File: config.mk
export PLATFORM = sky130hd
export DESIGN_NAME = npc_ctrl
export DESIGN_NICKNAME = d
export VERILOG_FILES = /design/src/rtl/npc_pkg.sv /design/src/rtl/npc_range_chk.sv /design/src/rtl/npc_ctrl.sv
export SDC_FILE = /design/constraint.sdc
export NUM_CORES = 1
export LEC_CHECK = 0
export CAP_MARGIN = 10
export CORE_MARGIN = 3
export CORE_UTILIZATION = 30
export DETAILED_ROUTE_END_ITERATION = 10
export DONT_BUFFER_PORTS = 1
export PLACE_DENSITY = 0.42
export SYNTH_ARGS = -nofsm -noshare
export SYNTH_HDL_FRONTEND = slang
export SYNTH_SLANG_ARGS = --single-unit
File: constraint.sdc
create_clock -name clk -period 9.4 [get_ports clk]
set_input_delay 1.88 -clock clk [delete_from_list [all_inputs] [get_ports clk]]
set_output_delay 1.88 -clock clk [all_outputs]
set_load 0.01 [all_outputs]
File: src/rtl/npc_pkg.sv
// ============================================================================
// Module      : npc_pkg
// Description : Shared types and default constants for the next-PC controller.
// Revision    : 1.0 - initial release
// ============================================================================
`default_nettype none

package npc_pkg;

    typedef enum logic {
        RUN  = 1'b0,
        HOLD = 1'b1
    } npc_state_e;

    // Next-PC source select
    typedef enum logic [2:0] {
        SEQ  = 3'd0,
        BR   = 3'd1,
        PEND = 3'd2,
        EXC  = 3'd3,
        ERET = 3'd4
    } npc_src_e;

    localparam logic [31:0] RESET_PC_DEF = 32'h0000_3000;
    localparam logic [31:0] EXC_VEC_DEF  = 32'h0000_4180;
    localparam logic [31:0] TEXT_LO_DEF  = 32'h0000_3000;
    localparam logic [31:0] TEXT_HI_DEF  = 32'h0000_6FFC;

endpackage

`default_nettype wire

File: src/rtl/npc_range_chk.sv
// ============================================================================
// Module      : npc_range_chk
// Description : Flags a fetch address that is misaligned or outside [lo, hi].
// Revision    : 1.0 - initial release
// ============================================================================
`default_nettype none

module npc_range_chk (
    input  logic [31:0] addr,
    input  logic [31:0] lo,
    input  logic [31:0] hi,
    output logic        illegal
);

    assign illegal = (addr[1:0] != 2'b00) || (addr < lo) || (addr > hi);

endmodule

`default_nettype wire

File: src/rtl/npc_ctrl.sv
// ============================================================================
// Module      : npc_ctrl
// Description : Fetch-stage next-PC select with stall-held redirects and
//               illegal-fetch trapping. Define NPC_DELAY_SLOT_EN for an
//               architected branch delay slot (no F/D flush on redirect).
// Revision    : 1.0 - initial release
// ============================================================================
`default_nettype none

module npc_ctrl
    import npc_pkg::*;
#(
    parameter logic [31:0] RESET_PC = RESET_PC_DEF,
    parameter logic [31:0] EXC_VEC  = EXC_VEC_DEF,
    parameter logic [31:0] TEXT_LO  = TEXT_LO_DEF,
    parameter logic [31:0] TEXT_HI  = TEXT_HI_DEF
) (
    input  logic        clk,
    input  logic        reset,
    input  logic [31:0] pc_i,
    input  logic        stall_i,
    input  logic        br_valid_i,
    input  logic [31:0] br_target_i,
    input  logic        exc_req_i,
    input  logic        eret_i,
    input  logic [31:0] epc_i,
    output logic [31:0] next_pc_o,
    output logic        pc_en_o,
    output logic        flush_fd_o,
    output logic        flush_all_o,
    output logic        fetch_fault_o,
    output logic [31:0] bad_addr_o,
    output logic        hold_o
);

    npc_state_e  r_state;
    logic [31:0] r_pend_target;
    logic        r_fault;
    logic [31:0] r_bad_addr;

    npc_src_e    w_src;
    logic        w_en;
    logic [31:0] w_seq;
    logic [31:0] w_cand;
    logic        w_illegal;
    logic        w_trap;
    logic        w_redirect;

    assign w_seq = pc_i + 32'd4;

    always_comb begin
        w_src = SEQ;
        w_en  = !stall_i;
        if (exc_req_i) begin
            w_src = EXC;
            w_en  = 1'b1;
        end else if (eret_i) begin
            w_src = ERET;
            w_en  = 1'b1;
        end else if (r_state == HOLD) begin
            // A stalled re-presentation of the branch must not re-capture
            if (!stall_i) begin
                w_src = PEND;
                w_en  = 1'b1;
            end else begin
                w_en  = 1'b0;
            end
        end else if (br_valid_i) begin
            if (!stall_i) begin
                w_src = BR;
                w_en  = 1'b1;
            end else begin
                w_en  = 1'b0;
            end
        end
    end

    always_comb begin
        w_cand = w_seq;
        case (w_src)
            BR:      w_cand = br_target_i;
            PEND:    w_cand = r_pend_target;
            EXC:     w_cand = EXC_VEC;
            ERET:    w_cand = epc_i;
            default: w_cand = w_seq;
        endcase
    end

    npc_range_chk u_range_chk (
        .addr    (w_cand),
        .lo      (TEXT_LO),
        .hi      (TEXT_HI),
        .illegal (w_illegal)
    );

    // ERET targets are CP0's responsibility, so only fetch-side sources trap
    assign w_trap     = w_en && w_illegal && (w_src != EXC) && (w_src != ERET);
    assign w_redirect = w_en && ((w_src == BR) || (w_src == PEND));

    assign next_pc_o   = reset ? RESET_PC : (w_trap ? EXC_VEC : w_cand);
    assign pc_en_o     = reset | w_en;
    assign flush_all_o = reset | exc_req_i | eret_i | w_trap;
    assign hold_o      = (r_state == HOLD);

`ifdef NPC_DELAY_SLOT_EN
    logic w_unused_redirect;
    assign w_unused_redirect = w_redirect;
    assign flush_fd_o = 1'b0;
`else
    assign flush_fd_o = !reset && w_redirect;
`endif

    always_ff @(posedge clk) begin
        if (reset) begin
            r_state       <= RUN;
            r_pend_target <= 32'd0;
            r_fault       <= 1'b0;
            r_bad_addr    <= 32'd0;
        end else begin
            r_fault <= w_trap;
            if (w_trap) begin
                r_bad_addr <= w_cand;
            end
            if (exc_req_i || eret_i) begin
                r_state <= RUN;
            end else if (r_state == HOLD) begin
                if (!stall_i) begin
                    r_state <= RUN;
                end
            end else if (br_valid_i && stall_i) begin
                r_state       <= HOLD;
                r_pend_target <= br_target_i;
            end
        end
    end

    assign fetch_fault_o = r_fault;
    assign bad_addr_o    = r_bad_addr;

endmodule

`default_nettype wire
==> results_dict.tcl, run 1 <==
set metrics [dict create \
    cts_setup_buffers 0 \
    total_leakage_power_nw 1.484 \
    grt_use_met2_pct 35.50 \
    antenna_cells 0 \
    powerDensity_mw_per_mm2 160.1 \
    synth.cell_area_sq_mm 0.004223 \
    synth.most_common_cell "nand2_1" \
    cp.arrival_ns 5.67 \
    worst_r2r_endpoint "bad_addr_o[31]$_SDFFE_PP0P_" \
    cp-start-kind "input port" \
    peakVddDrop_uv 101.2 \
    worst_slack_ns 1.849 \
    synth_nets 656 \
    end_kind "output pin" \
    dieArea_sq_mm 0.01554 \
    critical_path_class "in -> out" \
    cp-startpoint "br_valid_i" \
    tns_ns 0 \
    start_util_pct 31.27 \
    grt_pass1_vias 4048 \
    yosys.area.top_type "dfxtp_1" \
    nFillCells 1440 \
    io_pins 171 \
    grt_overflow 0 \
    route.detailed.drc 0 \
    worst_r2r_path_depth 10 \
    yosys-top-cells-area "dfxtp_1 31%, nand2_1 7.3%, a21oi_1 6.0%, nor2_1 5.1%, a222oi_1 3.1%" \
    synth_top_area_share_pct 31.29 \
    grt_max_degree 65 \
    drtAntennaViolNets 0 \
    die_x_microns 124.6 \
    synthFlopType "dfxtp_1" \
    grt_setup_unrepaired "false" \
    critPathSlowestCell "nor2_1" \
    dp_cells 696 \
    grt.met3_usage_pct 9.048 \
    dp_hpwl_microns 13660 \
    ys.warnings.count 0 \
    nNetsFinal 634 \
    use_met1_pct 27.66 \
    cts_buffer_depth 2 \
    routed_via_density 5.865 \
    path_common_cell "and2_1" \
    syn_inst 553 \
    cts_tree "done" \
    wl_per_cell_microns 24.84 \
    gr-max-usage-layer "met2" \
    grt_pass1_wl_microns 26230 \
    core.rowCount 42 \
    htree_levels 3 \
    final-setup-viol-count 0 \
    ff_latch_area_sq_mm 0.001321 \
    cts_root_buffer "clkbuf_16" \
    core_area_sq_mm 0.01351 \
    synth-seq-cells 66 \
    io_buffers 0 \
    syn_to_final_growth_pct 9.600 \
    fmax_mhz 132.4 \
    wirelength_microns 17680 \
    ys_types 66 \
    post_cts_resized 0 \
    cp-endpoint "next_pc_o[0]" \
    post-place-ws_ns 1.939 \
    dr.first_iter.drc_count 331 \
    fin_worst_skew_ns 0.005529 \
    ff2ff_setup_slack_ns 4.88 \
    crit_path_max_fanout 31 \
    synth-edff-count 0 \
    avgSynthCellArea_sq_um 7.636 \
    drive_gt1_share_pct 7.836 \
    synthTopCellsByCount "82 x nand2_1, 66 x dfxtp_1, 57 x nor2_1" \
    cts.clk_slew.worst_paths_ns 0.06 \
    slew_headroom_pct 33.29 \
    clk_latency_ns 0.35 \
    stdcell_count 712 \
    dieHeight_microns 124.6 \
    place_congestion 0.8663 \
    critical_path_required_ns 7.52 \
    numCtsBuffers 9 \
    hold_buffers 0 \
    rr_startpoint "hold_o$_SDFF_PP0_" \
    slew_violations 0 \
    fin_crit_sh_pct 80.33 \
    synth-seq-area-share_pct 31.29 \
    num_vias 4176 \
    period_minus_slack_ns 7.551 \
    critical-path-max-stage-delay_ns 0.68 \
    max_cap_violations 0 \
    crit_chain "nor3b_1 > and2_1 > buf_4 > a222oi_1 > a21boi_1 > nand4_1 > nor4b_4 > a31oi_4 > nor2_1 > and2_1" \
    hold_path.class "reg -> reg" \
    multi_input_area_sq_mm 0.002681 \
    outcome "finished, final reports clean" \
    synthArstFlopShare_pct 0 \
    tightest_slew_ns 0.9982 \
    report.final.hold_viol_count 0 \
    antenna_found_initial 0 \
    clkSinkCount 66 \
    drt_first_pass_iters 7 \
    grt_use_total_pct 22.18 \
    power_mw 0.7410 \
]
[worst max-delay path, delay by kind of cell]
kind | cells | cell delay [ns]
and+or+nand+nor | 6 | 2.11
buffers and inverters | 1 | 0.28
AOI/OAI and AO/OA | 3 | 1.39
[how the worst min path moves through the flow]
stage                                   startpoint                        endpoint  slack (ns)  depth (start not counted)
floorplan           r_pend_target[21]$_SDFFE_PP0P_  r_pend_target[21]$_SDFFE_PP0P_        0.43                          2
global placement    r_pend_target[29]$_SDFFE_PP0P_  r_pend_target[29]$_SDFFE_PP0P_        0.43                          2
detailed placement  r_pend_target[29]$_SDFFE_PP0P_  r_pend_target[29]$_SDFFE_PP0P_        0.44                          2
CTS                 r_pend_target[29]$_SDFFE_PP0P_  r_pend_target[29]$_SDFFE_PP0P_        0.44                          2
global route         r_pend_target[6]$_SDFFE_PP0P_   r_pend_target[6]$_SDFFE_PP0P_        0.46                          2
finish              r_pend_target[21]$_SDFFE_PP0P_  r_pend_target[21]$_SDFFE_PP0P_        0.45                          2
[state kept, by name, summed over array words and instances (netlist names)]
| name | cells |
|---|---|
| r_pend_target | 32 |
| bad_addr_o | 32 |
| hold_o | 1 |
| fetch_fault_o | 1 |
[power breakdown]
| group | internal [mW] | switching, mW | total (mW) |
|---|---|---|---|
| sequential | 0.288 | 0.00759 | 0.295 |
| combinational | 0.0350 | 0.0619 | 0.0970 |
| clock | 0.213 | 0.136 | 0.349 |
| total | 0.536 | 0.205 | 0.741 |
[per-layer routing]
layer | routed length, microns | vias to the layer above
met4 | 244 | 0
met5 | 0 | -
met3 | 1726 | 11
met1 | 7222 | 2030
met2 | 8491 | 158
li1 | - | 1977
[metrics by stage]
stage               area [sq um]  utilization, %  hold slack (ns)
global route                4628           34.27           0.4630
finish                      4628           34.27           0.4491
detailed placement          4324           32.02           0.4368
global placement            4324           32.02           0.4323
CTS                         4628           34.27           0.4445
floorplan                   4223               -           0.4312
[logic make-up after synthesis]
logic type / count (synthesis) / synth area share [%]
AO/OA/AOI/OAI: 149 / 24.74
XOR/XNOR: 20 / 4.148
adder cells (fa/ha/maj): 1 / 0.2962
buffers and inverters: 52 / 5.452
flip-flops: 66 / 31.29
multiplexers: 12 / 2.845
AND/OR/NAND/NOR: 253 / 31.23
[layout make-up]
class	instances	area share [%]
multi-input combinational	435	57.93
inverter	11	0.8921
timing repair buffer	8	1.298
clock buffer	10	5.164
sequential	66	28.55
tap	176	4.758
clock inverter	6	1.406
[cell usage in the layout, fill, tap and decap left out, drive strengths merged, types with 4 or more instances in the layout]
cell and instances:
xnor2 13, a222oi 13, a22oi 9, mux2i 12
and2 10, inv 12, nand3 17, o21a 4
a211oi 16, o21ai 17, nand2 82, clkbuf 10
o2bb2ai 5, dfxtp 66, nor2b 10, nor4 8
nand2b 7, xor2 7, nor2 58, a221oi 6
a21oi 51, or3 5, and4 5, buf 8
and3 9, o211ai 7, nand4 11, nor3 13
nor3b 5
Power figures use the tool's default switching activity.
==> run 2: changes to the inputs <==
--- a/config.mk
+++ b/config.mk
@@ -10,7 +10,7 @@
 export CORE_UTILIZATION = 30
 export DETAILED_ROUTE_END_ITERATION = 10
 export DONT_BUFFER_PORTS = 1
-export PLACE_DENSITY = 0.42
+export PLACE_DENSITY = 0.43
 export SYNTH_ARGS = -nofsm -noshare
 export SYNTH_HDL_FRONTEND = slang
 export SYNTH_SLANG_ARGS = --single-unit
==> constraint.sdc (replaced) <==
create_clock -name clk -period 6.9 [get_ports clk]
set_input_delay 1.38 -clock clk [delete_from_list [all_inputs] [get_ports clk]]
set_output_delay 1.38 -clock clk [all_outputs]
set_load 0.01 [all_outputs]
==> run 2 against run 1 <==
Net effect:
- hold slack worse by 0.0016 ns
- global-route usage down 0.41 points
- clock power grew 35%
- largest cell class unchanged
- highest routed layer unchanged
==> results_dict.tcl, run 2 (synthesized netlist as in run 1, its figures left out) <==
set metrics [dict create \
    outcome "finished, final reports clean" \
    num_vias 4177 \
    cts_root_buffer "clkbuf_16" \
    dp_hpwl_microns 13420 \
    tns_ns 0 \
    crit_path_max_fanout 19 \
    hold_buffers 0 \
    tightest_slew_ns 1.081 \
    cts_buffer_depth 2 \
    grt_max_degree 65 \
    drt_first_pass_iters 7 \
    worst-path-buf-inv 0 \
    critical_path_class "in -> out" \
    cts.clk_slew.worst_paths_ns 0.05 \
    dp_cells 699 \
    post-route-util_pct 34.44 \
    antenna_cells 0 \
    htree_levels 3 \
    dieHeight_microns 124.6 \
    grt_overflow 0 \
    io_buffers 0 \
    cts_tree "done" \
    hold_path.class "reg -> reg" \
    grt_use_total_pct 21.77 \
    max_cap_violations 0 \
    start_util_pct 31.27 \
    peakVddDrop_uv 131.6 \
    nFillCells 1478 \
    cts_setup_buffers 0 \
    numCtsBuffers 9 \
    grt_pass1_wl_microns 25800 \
    fin_worst_skew_ns 0.005317 \
    place_congestion 0.8763 \
    total_leakage_power_nw 1.502 \
    route.detailed.drc 0 \
    cp.arrival_ns 4.79 \
    report.final.hold_viol_count 0 \
    critPathSlowestCell "a221oi_1" \
    fmax_mhz 162.1 \
    critical-path-max-stage-delay_ns 1.01 \
    clk_latency_ns 0.34 \
    final_cell_mix "82 x nand2_1, 66 x dfxtp_1, 57 x nor2_1" \
    grt_pass1_vias 4011 \
    wirelength_microns 17290 \
    slew_headroom_pct 27.94 \
    stdcell_count 715 \
    fin_crit_sh_pct 89.42 \
    routed_via_density 5.842 \
    slew_violations 0 \
    syn_to_final_growth_pct 10.13 \
    core_area_sq_mm 0.01351 \
    dr.first_iter.drc_count 316 \
    critical_path_required_ns 5.52 \
    dieArea_sq_mm 0.01554 \
    end_kind "output pin" \
    io_pins 171 \
    wl_per_cell_microns 24.19 \
    powerDensity_mw_per_mm2 216.4 \
    cp-start-kind "input port" \
    drive_gt1_share_pct 8.349 \
    crit_chain "nor3b_1 > and2_1 > a221oi_1 > nor3_1 > nor4b_4 > a31oi_4 > or2_1 > nor2_1" \
    final-setup-viol-count 0 \
    final_common_cell "nand2_1" \
    nNetsFinal 637 \
    period_minus_slack_ns 6.170 \
    die_x_microns 124.6 \
    post_cts_resized 0 \
    grt_setup_unrepaired "false" \
    clkSinkCount 66 \
    antenna_found_initial 1 \
    drtAntennaViolNets 0 \
    path_delay_family "simple AND/OR/NAND/NOR gates" \
    core.rowCount 42 \
]
[run 2: cell count changes in the layout (fill, tap and decap cells not counted)]
| cell | previous run | this run |
|---|---|---|
| buf_4 | 8 | 11 |
| clkbuf_8 | 1 | 2 |
| clkinv_2 | 2 | 3 |
| a2111oi_0 | 0 | 1 |
| a2111oi_1 | 1 | 0 |
| clkinv_4 | 1 | 0 |
| inv_6 | 1 | 0 |
[run 2: power by group]
| group | total [mW] | internal, mW | switching (mW) |
|---|---|---|---|
| logic | 0.132 | 0.0482 | 0.0840 |
| registers | 0.402 | 0.392 | 0.0101 |
| clock network | 0.472 | 0.297 | 0.175 |
| total | 1.01 | 0.738 | 0.269 |
[run 2: per-stage QoR]
stage	hold WS (ns)	setup slack, ns	cell area, sq um	power [mW]
2_1_floorplan	0.4312	1.699	4223	0.5168
3_3_place_gp	0.4305	0.7564	4345	0.5424
3_5_place_dp	0.4383	0.7629	4345	0.5432
4_1_cts	0.4456	0.7567	4651	1.020
5_1_grt	0.4610	0.4582	4651	1.044
6_report	0.4475	0.7300	4651	1.006
[run 2: final cells by class]
cell class                 count  area [sq um]  area share, %
timing repair buffer          11         82.58          1.776
tap                          176         220.2          4.735
clock buffer                  11         252.7          5.434
clock inverter                 5         52.55          1.130
inverter                      11         41.29         0.8878
sequential                    66          1321          28.41
multi-input combinational    435          2680          57.63
[run 2: worst paths after layout]
| check | startpoint | end | slack (ns) | cells past startpoint |
|---|---|---|---|---|
| max | br_valid_i | next_pc_o[18] | 0.73 | 8 |
| min reg2reg | r_pend_target[21]$_SDFFE_PP0P_ | r_pend_target[21]$_SDFFE_PP0P_ | 0.45 | 2 |
| min | r_pend_target[21]$_SDFFE_PP0P_ | r_pend_target[21]$_SDFFE_PP0P_ | 0.45 | 2 |
| max reg2reg | hold_o$_SDFF_PP0_ | bad_addr_o[31]$_SDFFE_PP0P_ | 2.77 | 8 |
[run 2: worst reg2reg max path: cells and delay by family (launching register included)]
kind	cells	cell delay (ns)
simple gates	5	1.82
flops	1	0.68
compound gates	3	1.57
[run 2: per-layer routing]
metal	vias to the layer above	wire, microns	track usage (%)
li1	1981	-	-
met1	2008	7190	27.25
met2	174	8069	34.67
met3	14	1840	9.391
met4	0	194	5.093
met5	-	0	0
